===== src/rtl/parity_frame_accum.sv =====
// Purpose : XOR-accumulates FRAME_LEN words of WIDTH bits and emits one frame parity bit (generate) or error flag (check).
// Latency : result valid the cycle after the last beat of a frame is accepted.
// Backpr. : result held stable while out_ready=0; in_ready stays low until the result is taken.
//
// Ports   : clk/rst_n (async active-low), mode (0 gen / 1 check, latched on first beat),
//           in_valid/in_ready/in_data/in_par (word stream, in_par sampled on the last beat only),
//           out_valid/out_ready/out_par/out_err (frame result), err_cnt (optional).
// Option  : define PARITY_ERR_CNT_EN to add the saturating 8-bit err_cnt output.
module parity_frame_accum #(
   parameter int WIDTH     = 8,
   parameter int FRAME_LEN = 4,
   parameter int ODD       = 0
) (
   input  logic             clk,
   input  logic             rst_n,
   input  logic             mode,
   input  logic             in_valid,
   output logic             in_ready,
   input  logic [WIDTH-1:0] in_data,
   input  logic             in_par,
   output logic             out_valid,
   input  logic             out_ready,
   output logic             out_par,
   output logic             out_err
`ifdef PARITY_ERR_CNT_EN
   ,
   output logic [7:0]       err_cnt
`endif
);

   localparam int            CW       = (FRAME_LEN > 1) ? $clog2(FRAME_LEN) : 1;
   localparam logic [CW-1:0] CNT_LAST = CW'(FRAME_LEN - 1);
   localparam logic          ODD_BIT  = (ODD != 0);

   typedef enum logic {
      ACCUM = 1'b0,
      HOLD  = 1'b1
   } state_t;

   state_t        state;
   logic          acc;
   logic [CW-1:0] cnt;
   logic          mode_q;

   logic          beat;
   logic          word_par;
   logic          frame_par;
   logic          mode_eff;
   logic          last_beat;

   // Handshake outputs are pure decodes of the registered state, so there is
   // never a combinational path from in_valid/out_ready to in_ready/out_valid.
   assign in_ready  = (state == ACCUM);
   assign out_valid = (state == HOLD);

   assign beat      = in_valid & in_ready;
   assign word_par  = ^in_data;
   assign frame_par = acc ^ word_par ^ ODD_BIT;
   assign last_beat = (cnt == CNT_LAST);

   // With single-word frames the first beat is also the last, so mode_q has
   // not been written yet when the result is formed; use the live mode input.
   assign mode_eff  = (FRAME_LEN == 1) ? mode : mode_q;

   always_ff @(posedge clk or negedge rst_n) begin
      if (!rst_n) begin
         state   <= ACCUM;
         acc     <= 1'b0;
         cnt     <= '0;
         mode_q  <= 1'b0;
         out_par <= 1'b0;
         out_err <= 1'b0;
      end else begin
         case (state)
            ACCUM: begin
               if (beat) begin
                  if (cnt == '0) begin
                     mode_q <= mode;
                  end
                  acc <= acc ^ word_par;
                  if (last_beat) begin
                     out_par <= frame_par;
                     out_err <= mode_eff & (frame_par != in_par);
                     cnt     <= '0;
                     state   <= HOLD;
                  end else begin
                     cnt <= cnt + CW'(1);
                  end
               end
            end
            HOLD: begin
               if (out_ready) begin
                  acc   <= 1'b0;
                  state <= ACCUM;
               end
            end
            default: state <= ACCUM;
         endcase
      end
   end

`ifdef PARITY_ERR_CNT_EN
   // Counts delivered error results; sticks at 255 rather than wrapping.
   always_ff @(posedge clk or negedge rst_n) begin
      if (!rst_n) begin
         err_cnt <= 8'd0;
      end else if (out_valid && out_ready && out_err && (err_cnt != 8'hFF)) begin
         err_cnt <= err_cnt + 8'd1;
      end
   end
`endif

endmodule


===== config.mk =====
export PLATFORM = sky130hd
export DESIGN_NAME = parity_frame_accum
export DESIGN_NICKNAME = d
export VERILOG_FILES = /design/src/rtl/parity_frame_accum.sv
export SDC_FILE = /design/constraint.sdc
export NUM_CORES = 1
export LEC_CHECK = 0
export ABC_AREA = 1
export BUFFER_PORTS_ARGS = -buffer_cell sky130_fd_sc_hd__buf_2
export CAP_MARGIN = 10
export CORE_AREA = 2 2 39 41
export DETAILED_ROUTE_END_ITERATION = 10
export DIE_AREA = 0 0 41 43
export GPL_ROUTABILITY_DRIVEN = 1
export PLACE_DENSITY = 0.71
export SLEW_MARGIN = 25
export SYNTH_ARGS = -nofsm -noshare
export SYNTH_HDL_FRONTEND = slang
export SYNTH_SLANG_ARGS = --single-unit

===== constraint.sdc =====
create_clock -name clk -period 1.5 [get_ports clk]
set_input_delay 0.075 -clock clk [delete_from_list [all_inputs] [get_ports clk]]
set_output_delay 0.075 -clock clk [all_outputs]
set_load 0.05 [all_outputs]

After elaboration in Yosys (flattened, before gate mapping)
Cells that the tools add are included.

Bits of input ports: 14. Output and inout bits: 4. Register bits after elaboration: 7. Logic and storage cells: 29.

Reductions and logical operators: 6. Add/subtract/negate cells: 1. Mux-type cells: 8. Eq/ne operators: 4. Bitwise operators: 4.

Operators with widths (number): XOR reduction 8 bit (1); AND reduction 3 bit (2); two-way mux 1 bit (5); one-hot mux 1 bit (2 select lines) (2); AND reduction 2 bit (2); adder 2 x 1 -> 2 bit (second input constant) (1); AND 1 bit (2); equality test 2 bit (second input constant) (1); logical NOT 2 bit (1); two-way mux 2 bit (1); != test 2 x 1 -> 1 bit (second input constant) (1); != test 2 bit (second input constant) (1); != test 1 bit (1); inverter 1 bit (1); bitwise XOR 1 bit (1).

Longest topological paths before layout
Gate-level depths: netlist (run 1).

Depth in word-level cells: 4. Depth in mapped cells: 10. Depth with buffers taken out: 10.

Worst setup path before layout (run 1)
Ideal clock, no wire load.

Kind: reg-to-reg. From: register state (netlist: out_valid). To: register out_err. Required time: 1434 ps. Library setup time: 66 ps. Path buffers: 0. Clock period less this slack: 1569 ps. Stages on the path, launching flop included: 8. Arrival: 1503 ps. Setup slack: -69 ps. Cells stage by stage: dfrtp_1 inv_1 nand2_1 nor2_1 inv_1 nor2_1 nand3_1 nand2_1.

Word-level cells in the longest chain between the ends: 3.

RTL lines: from (decl) (RTL line 40) `state_t state;`; from (signal assigned) (RTL line 67) `state <= ACCUM;`; from (signal assigned) (RTL line 85) `state <= HOLD;`; from (signal assigned) (RTL line 94) `state <= ACCUM;`; inverter 1 bit (no source line) (*); via in_ready (RTL line 18) `output logic in_ready,`; AND 1 bit (RTL line 56) `assign beat = in_valid & in_ready;`; AND reduction 3 bit (no source line) (*); to (signal assigned) (RTL line 83) `out_err <= mode_eff & (frame_par != in_par);`; to (decl) (RTL line 24) `output logic out_err`.

Mark *: on every way through the listed nets, which the timed path passes. The rest lies on a longest branch. A chain may end at the register's enable or synchronous reset.

Worst setup path in the final report (run 1)
From: register acc. To: register out_err.

Word-level cells in the longest chain between the ends: 3.

RTL lines: from (decl) (RTL line 41) `logic acc;`; from (signal assigned) (RTL line 80) `acc <= acc ^ word_par;`; bitwise XOR 1 bit (RTL line 58) `assign frame_par = acc ^ word_par ^ ODD_BIT;`; != test 1 bit (RTL line 83); AND 1 bit (RTL line 83).

Every way passes these cells.

==> impl_metrics.env, run 1 <==
export IMPL_status="finished clean"
export IMPL_drive_gt1_share_pct=26.1
export IMPL_portBuffers=17
export IMPL_ys_top_cells_by_count="31 x nand2_1, 17 x inv_1, 14 x nand3_1"
export IMPL_vias_per_cell=4.39
export IMPL_multi_input_area_sq_um=294
export IMPL_fmax_mhz=861
export IMPL_tns_ns=0
export IMPL_drv_cap=0
export IMPL_syn_inst=89
export IMPL_antenna_found_initial=0
export IMPL_cts_buffers=3
export IMPL_rows=14
export IMPL_initial_core_util_pct=39.3
export IMPL_r2r_cells=6
export IMPL_cts_root_buf="clkbuf_4"
export IMPL_power_density_mw_per_mm2=1540
export IMPL_grt_pass1_vias=460
export IMPL_synth_cell_type_count=13
export IMPL_n_fill_cell=147
export IMPL_leakage_nw=0.424
export IMPL_grt_use_total_pct=14.2
export IMPL_grt_pass1_wl_um=1690
export IMPL_hpwl_um=896
export IMPL_place_ws_ns=0.360
export IMPL_min_delay_start="out_ready"
export IMPL_netlist_area_sq_um=544
export IMPL_first_pass_iters=2
export IMPL_synth_area_leaders="dfrtp_1 32%, nand2_1 21%, nand3_1 13%, inv_1 12%, ha_1 4.6%"
export IMPL_gr_total_overflow=0
export IMPL_cpMostUsedCell="nand3_1"
export IMPL_synth_area_per_cell_sq_um=6.12
export IMPL_finalHoldViolations=0
export IMPL_ys_ff_latch=7
export IMPL_die_w_um=41
export IMPL_n_antenna_cell=0
export IMPL_worstHoldEndpoint="out_valid"
export IMPL_place_gp_congestion=0.737
export IMPL_core_area_sq_mm=0.00138
export IMPL_path_cells="xnor2_1 -> nand3_1 -> nand3_1 -> nand3_1 -> nand3_1 -> nand2_1"
export IMPL_period_share_pct=77.4
export IMPL_r2r_setup_slack_ns=0.34
export IMPL_crit_type="reg2reg"
export IMPL_cts_tree="done"
export IMPL_crit_start="acc"
export IMPL_cts_sinks=7
export IMPL_slowest_stage="dfrtp_1"
export IMPL_synth_top_area_share_pct=32.2
export IMPL_die_area_sq_mm=0.00176
export IMPL_clkTransAtPathRegs_ns=0.06
export IMPL_synth_nets=105
export IMPL_critPathArrivalTime_ns=1.30
export IMPL_vias=558
export IMPL_worstSetupEndpointType="flop"
export IMPL_regArea_sq_um=176
export IMPL_r2r_end="out_err"
export IMPL_slew_violations=0
export IMPL_wire_per_inst_um=8.12
export IMPL_setup_worst_path_start_class="flop"
export IMPL_cts_htree_levels=1
export IMPL_crit_required_ns=1.64
export IMPL_drc=0
export IMPL_hold_path_depth=2
export IMPL_r2r_start="acc"
export IMPL_postRouteAntennaNets=0
export IMPL_postLayoutSetupSlackWorst_ns=0.339
export IMPL_finalCriticalPeriod_ns=1.16
export IMPL_drt_iter0_markers=2
export IMPL_die_h_um=43
export IMPL_yosysTopAreaCell="dfrtp_1"
export IMPL_async_flop_share_pct=100
export IMPL_path_max_fanout=3
export IMPL_worstMarginPinSlew_ns=0.252
export IMPL_synth_edff_count=0
export IMPL_ys_seq_area_share_pct=32.2
export IMPL_yosys_warnings=0
export IMPL_yosysMostFrequentCell="nand2_1"
export IMPL_area_growth_pct=26.9
export IMPL_finClkSkew_ns=0.00552
export IMPL_grt_max_degree=8
export IMPL_final_nets=128
export IMPL_max_stage_delay_ns=0.40
export IMPL_holdCritPathClass="in2reg"
export IMPL_wirelength_um=1030
export IMPL_cts_resized=0
export IMPL_post_route_util_pct=49.9
export IMPL_setup_violations=0
export IMPL_max_slew_margin_pct=83.3
export IMPL_ir_worst_vdd_mv=0.684
export IMPL_ioPinCount=18
export IMPL_ys_flop_type="dfrtp_1"
export IMPL_rsz0062_at_grt="false"
export IMPL_clock_latency_ns=0.25
export IMPL_clk_path_buf_depth=2
-- timing repair --
action	in CTS	in global routing
endpoints found under the hold margin	7	0
hold buffers	1	0
setup buffers	0	0
-- cell families (layout without fill, tap and decap cells) --
logic type                 after synthesis  in the layout  synth area share (%)
xor gates and xnor gates                 1              1                  1.61
adders and majority gates                2              2                  4.60
buffers and inverters                   20             42                  13.8
DFF                                      7              7                  32.2
and+or+nand+nor                         53             53                  42.3
AOI/OAI and AO/OA                        6              6                  5.52
-- state kept, by name, summed over array words and instances (netlist names) --
| name | flops |
|---|---|
| acc | 1 |
| mode_eff | 1 |
| cnt | 2 |
| out_valid | 1 |
| out_par | 1 |
| out_err | 1 |
-- through the flow --
step                hold slack, ns  instance area (sq um)  power [mW]  std cells
floorplan                   -0.221                    549       0.765         89
global placement           -0.0834                    654       0.876        122
detailed placement         -0.0776                    654       0.896        122
CTS                         0.0354                    691        1.08        127
global route                0.0478                    691        1.16        127
finish                      0.0371                    691        1.06        127
-- placed cells by master (no fill, tap or decap), types with 2 or more instances in the layout --
cell type   n
clkbuf_4    3
inv_1      16
nand2_2     4
a21oi_1     2
o21ai_0     3
dfrtp_1     6
nand3_1    14
nor2_1      3
nand2_1    31
buf_2      17
inv_2       3
ha_1        2
-- routing by layer --
metal  global-route usage [%]  part of all wire (%)
met1                     17.6                    46
met5                        0                     0
met4                     6.00                     0
met3                     4.71                   5.6
met2                     21.6                    49
-- power by group --
| group | total, mW | leakage (nW) | switching (mW) | internal [mW] |
|---|---|---|---|---|
| registers | 0.330 | 0.0838 | 0.0530 | 0.277 |
| logic | 0.559 | 0.325 | 0.384 | 0.175 |
| clock network | 0.173 | 0.0150 | 0.0709 | 0.102 |
| total | 1.06 | 0.424 | 0.508 | 0.554 |
-- worst max-delay path: cells and delay by family (launching register included) --
kind / cells / cell delay [ns]
DFF: 1 / 0.40
xor gates and xnor gates: 1 / 0.19
and+or+nand+nor: 5 / 0.46
-- worst max path at each step --
stage	endpoint	cells past startpoint	slack, ns
CTS	out_err	6	0.35
finish	out_err	6	0.34
detailed placement	out_err	6	0.36
global placement	out_err	6	0.40
floorplan	out_err	7	0.08
global route	out_err	6	0.18
-- area by class of cell --
type	instances	share of cell area, %
Multi-Input combinational cell	62	42.6
Clock buffer	4	3.80
Timing Repair Buffer	18	13.8
Inverter	20	11.4
Sequential cell	7	25.5
Tap cell	16	2.90
(Power assumes the default switching activity.)
==> run 2: changes to the inputs <==
--- a/config.mk
+++ b/config.mk
@@ -5,14 +5,14 @@
 export SDC_FILE = /design/constraint.sdc
 export NUM_CORES = 1
 export LEC_CHECK = 0
-export ABC_AREA = 1
+export ABC_AREA = 0
 export BUFFER_PORTS_ARGS = -buffer_cell sky130_fd_sc_hd__buf_2
 export CAP_MARGIN = 10
 export CORE_AREA = 2 2 39 41
 export DETAILED_ROUTE_END_ITERATION = 10
 export DIE_AREA = 0 0 41 43
 export GPL_ROUTABILITY_DRIVEN = 1
-export PLACE_DENSITY = 0.71
+export PLACE_DENSITY = 0.62
 export SLEW_MARGIN = 25
 export SYNTH_ARGS = -nofsm -noshare
 export SYNTH_HDL_FRONTEND = slang
==> constraint.sdc (replaced) <==
create_clock -name clk -period 1 [get_ports clk]
set_input_delay 0.05 -clock clk [delete_from_list [all_inputs] [get_ports clk]]
set_output_delay 0.05 -clock clk [all_outputs]
set_load 0.05 [all_outputs]
==> run 2 against run 1 <==
The flow now finishes with violations (setup timing). Power is 73% higher. Critical path depth fell by 2. Die area unchanged. Flip-flop and latch count did not move. Highest routed layer unchanged. Count of clock-buffer cells in the layout unchanged. Wire length down 19%. Sequential share of layout area up 1.4 points. Non-clock buffer count grew 6. Global-route usage is 3.4 points lower. Combinational power is 93% higher.
==> impl_metrics.env, run 2 <==
export IMPL_status="finished with violations"
export IMPL_violations="setup timing"
export IMPL_largest_reg_flops=2
export IMPL_portBuffers=17
export IMPL_rows=14
export IMPL_wire_per_inst_um=10.0
export IMPL_gr_total_overflow=0
export IMPL_wirelength_um=830
export IMPL_layout_common_cells="15 x buf_2, 6 x nand2_1, 6 x dfrtp_1, 5 x xnor2_1, 5 x buf_4"
export IMPL_dr_wl_met3_um=58
export IMPL_clock_latency_ns=0.25
export IMPL_post_route_util_pct=47.4
export IMPL_tns_ns=-0.838
export IMPL_yosys_warnings=0
export IMPL_area_growth_pct=61.7
export IMPL_ioPinCount=18
export IMPL_crit_required_ns=1.14
export IMPL_max_slew_margin_pct=83.2
export IMPL_worstSetupEndpointType="flop"
export IMPL_cts_buffers=3
export IMPL_setup_violations=6
export IMPL_fin_area_sq_um=656
export IMPL_period_share_pct=123
export IMPL_cts_root_buf="clkbuf_4"
export IMPL_ys_flop_type="dfrtp_1"
export IMPL_synth_area_leaders="dfrtp_1 43%, xnor2_1 13%, nand2_1 6.5%, ha_1 6.2%, o21ai_0 6.2%"
export IMPL_postRouteAntennaNets=0
export IMPL_n_antenna_cell=0
export IMPL_yosysTopAreaCell="dfrtp_1"
export IMPL_synth_area_per_cell_sq_um=10.4
export IMPL_worstMarginPinSlew_ns=0.251
export IMPL_first_pass_iters=2
export IMPL_fmax_mhz=816
export IMPL_ys_seq_area_share_pct=43.2
export IMPL_place_ws_ns=-0.259
export IMPL_largest_register="cnt"
export IMPL_cts_htree_levels=1
export IMPL_multi_input_area_sq_um=251
export IMPL_path_max_fanout=2
export IMPL_finalHoldViolations=0
export IMPL_grt_pass1_wl_um=1280
export IMPL_met2WireLength_um=444
export IMPL_critPathArrivalTime_ns=1.36
export IMPL_async_flop_share_pct=100
export IMPL_synth_top_area_share_pct=43.2
export IMPL_core_area_sq_mm=0.00138
export IMPL_clkTransAtPathRegs_ns=0.05
export IMPL_synth_edff_count=0
export IMPL_drive_gt1_share_pct=56.7
export IMPL_rsz0062_at_grt="true"
export IMPL_clk_path_buf_depth=2
export IMPL_top_layer="met3"
export IMPL_cts_sinks=7
export IMPL_met1_length_um=327
export IMPL_synth_cell_type_count=14
export IMPL_hpwl_um=593
export IMPL_die_area_sq_mm=0.00176
export IMPL_place_gp_congestion=0.718
export IMPL_power_density_mw_per_mm2=2800
export IMPL_grt_use_total_pct=10.8
export IMPL_grt_pass1_vias=351
export IMPL_holdCritPathClass="in2reg"
export IMPL_drt_iter0_markers=3
export IMPL_leakage_nw=0.335
export IMPL_regArea_sq_um=176
export IMPL_synth_nets=55
export IMPL_netlist_area_sq_um=405
export IMPL_final_nets=84
export IMPL_syn_inst=39
export IMPL_crit_type="reg2reg"
export IMPL_vias=353
export IMPL_drc=0
export IMPL_slew_violations=0
export IMPL_ys_top_cells_by_count="7 x dfrtp_1, 7 x nand2_1, 6 x xnor2_1"
export IMPL_n_fill_cell=140
export IMPL_ir_worst_vdd_mv=1.01
export IMPL_finalCriticalPeriod_ns=1.23
export IMPL_place_area_sq_um=557
export IMPL_cts_tree="done"
export IMPL_ys_ff_latch=7
export IMPL_vias_per_cell=4.25
export IMPL_die_h_um=43
export IMPL_postLayoutSetupSlackWorst_ns=-0.226
export IMPL_setup_worst_path_start_class="flop"
export IMPL_layout_commonest_cell="buf_2"
export IMPL_antenna_found_initial=0
export IMPL_hold_slack_ns=0.0334
export IMPL_initial_core_util_pct=29.3
export IMPL_grt_max_degree=8
export IMPL_die_w_um=41
export IMPL_finClkSkew_ns=0.000900
export IMPL_drv_cap=0
run 2: cell types whose count changed after synthesis, sizes merged:
cell,change
o21ai,+2
nand2b,+1
xnor3,+2
nor2b,+1
nand3b,-1
nor2,-3
a21oi,-2
nand3,-13
mux2,+1
xnor2,+5
or3,+1
inv,-16
nand2,-28
run 2: cell type report:
| cell class | instances | share of cell area [%] |
|---|---|---|
| Inverter | 4 | 2.67 |
| Multi-Input combinational cell | 28 | 38.4 |
| Tap cell | 16 | 3.05 |
| Sequential cell | 7 | 26.9 |
| Clock buffer | 4 | 4.01 |
| Timing Repair Buffer | 24 | 25.0 |
run 2: critical path: stages (launching register included):
cell and delay [ns]:
dfrtp_1 0.38, xnor2_1 0.16, xnor3_2 0.30, xnor3_1 0.22, o21ai_1 0.06
run 2: per-layer routing:
layer	up-vias	GRT usage (%)
li1	183	-
met5	-	0
met3	0	1.57
met4	0	8.00
met2	10	16.9
met1	160	12.6
run 2: what timing repair did:
item | in CTS | in global routing
endpoints found under the hold margin | 7 | 0
endpoints found under the setup margin | 7 | 7
hold buffers | 1 | 0
setup buffers | 0 | 1
pin swaps | 2 | 1
gates resized for setup | 17 | 3
run 2: logic make-up after synthesis:
family                   Yosys count  synth area share, %
multiplexers                       1                 2.78
AO/OA/AOI/OAI                      6                 7.41
adder cells (fa/ha/maj)            2                 6.17
flip-flops                         7                 43.2
XOR/XNOR                           8                 24.4
AND/OR/NAND/NOR                   11                 12.3
buffers and inverters              4                 3.70
run 2: power breakdown:
group	internal, mW	leakage, nW	switching, mW	total, mW
Combinational	0.526	0.233	0.557	1.08
Clock	0.152	0.0150	0.105	0.257
Sequential	0.413	0.0865	0.0836	0.497
run 2: final timing paths:
kind / startpoint / endpoint / slack (ns) / cells past startpoint
worst max-delay path: acc / out_err / -0.23 / 4
worst min-delay path: mode / mode_eff / 0.03 / 2
worst max register to register: acc / out_err / -0.23 / 4
worst min register to register: out_err / out_err / 0.49 / 2
max in group asynchronous: rst_n / out_valid / 0.66 / 2
min in group asynchronous: rst_n / mode_eff / 0.17 / 2
run 2: metrics by stage:
step / std cells / power [mW]
2_1_floorplan: 39 / 1.08
3_3_place_gp: 77 / 1.31
3_5_place_dp: 77 / 1.33
4_1_cts: 82 / 1.80
5_1_grt: 83 / 1.97
6_report: 83 / 1.84
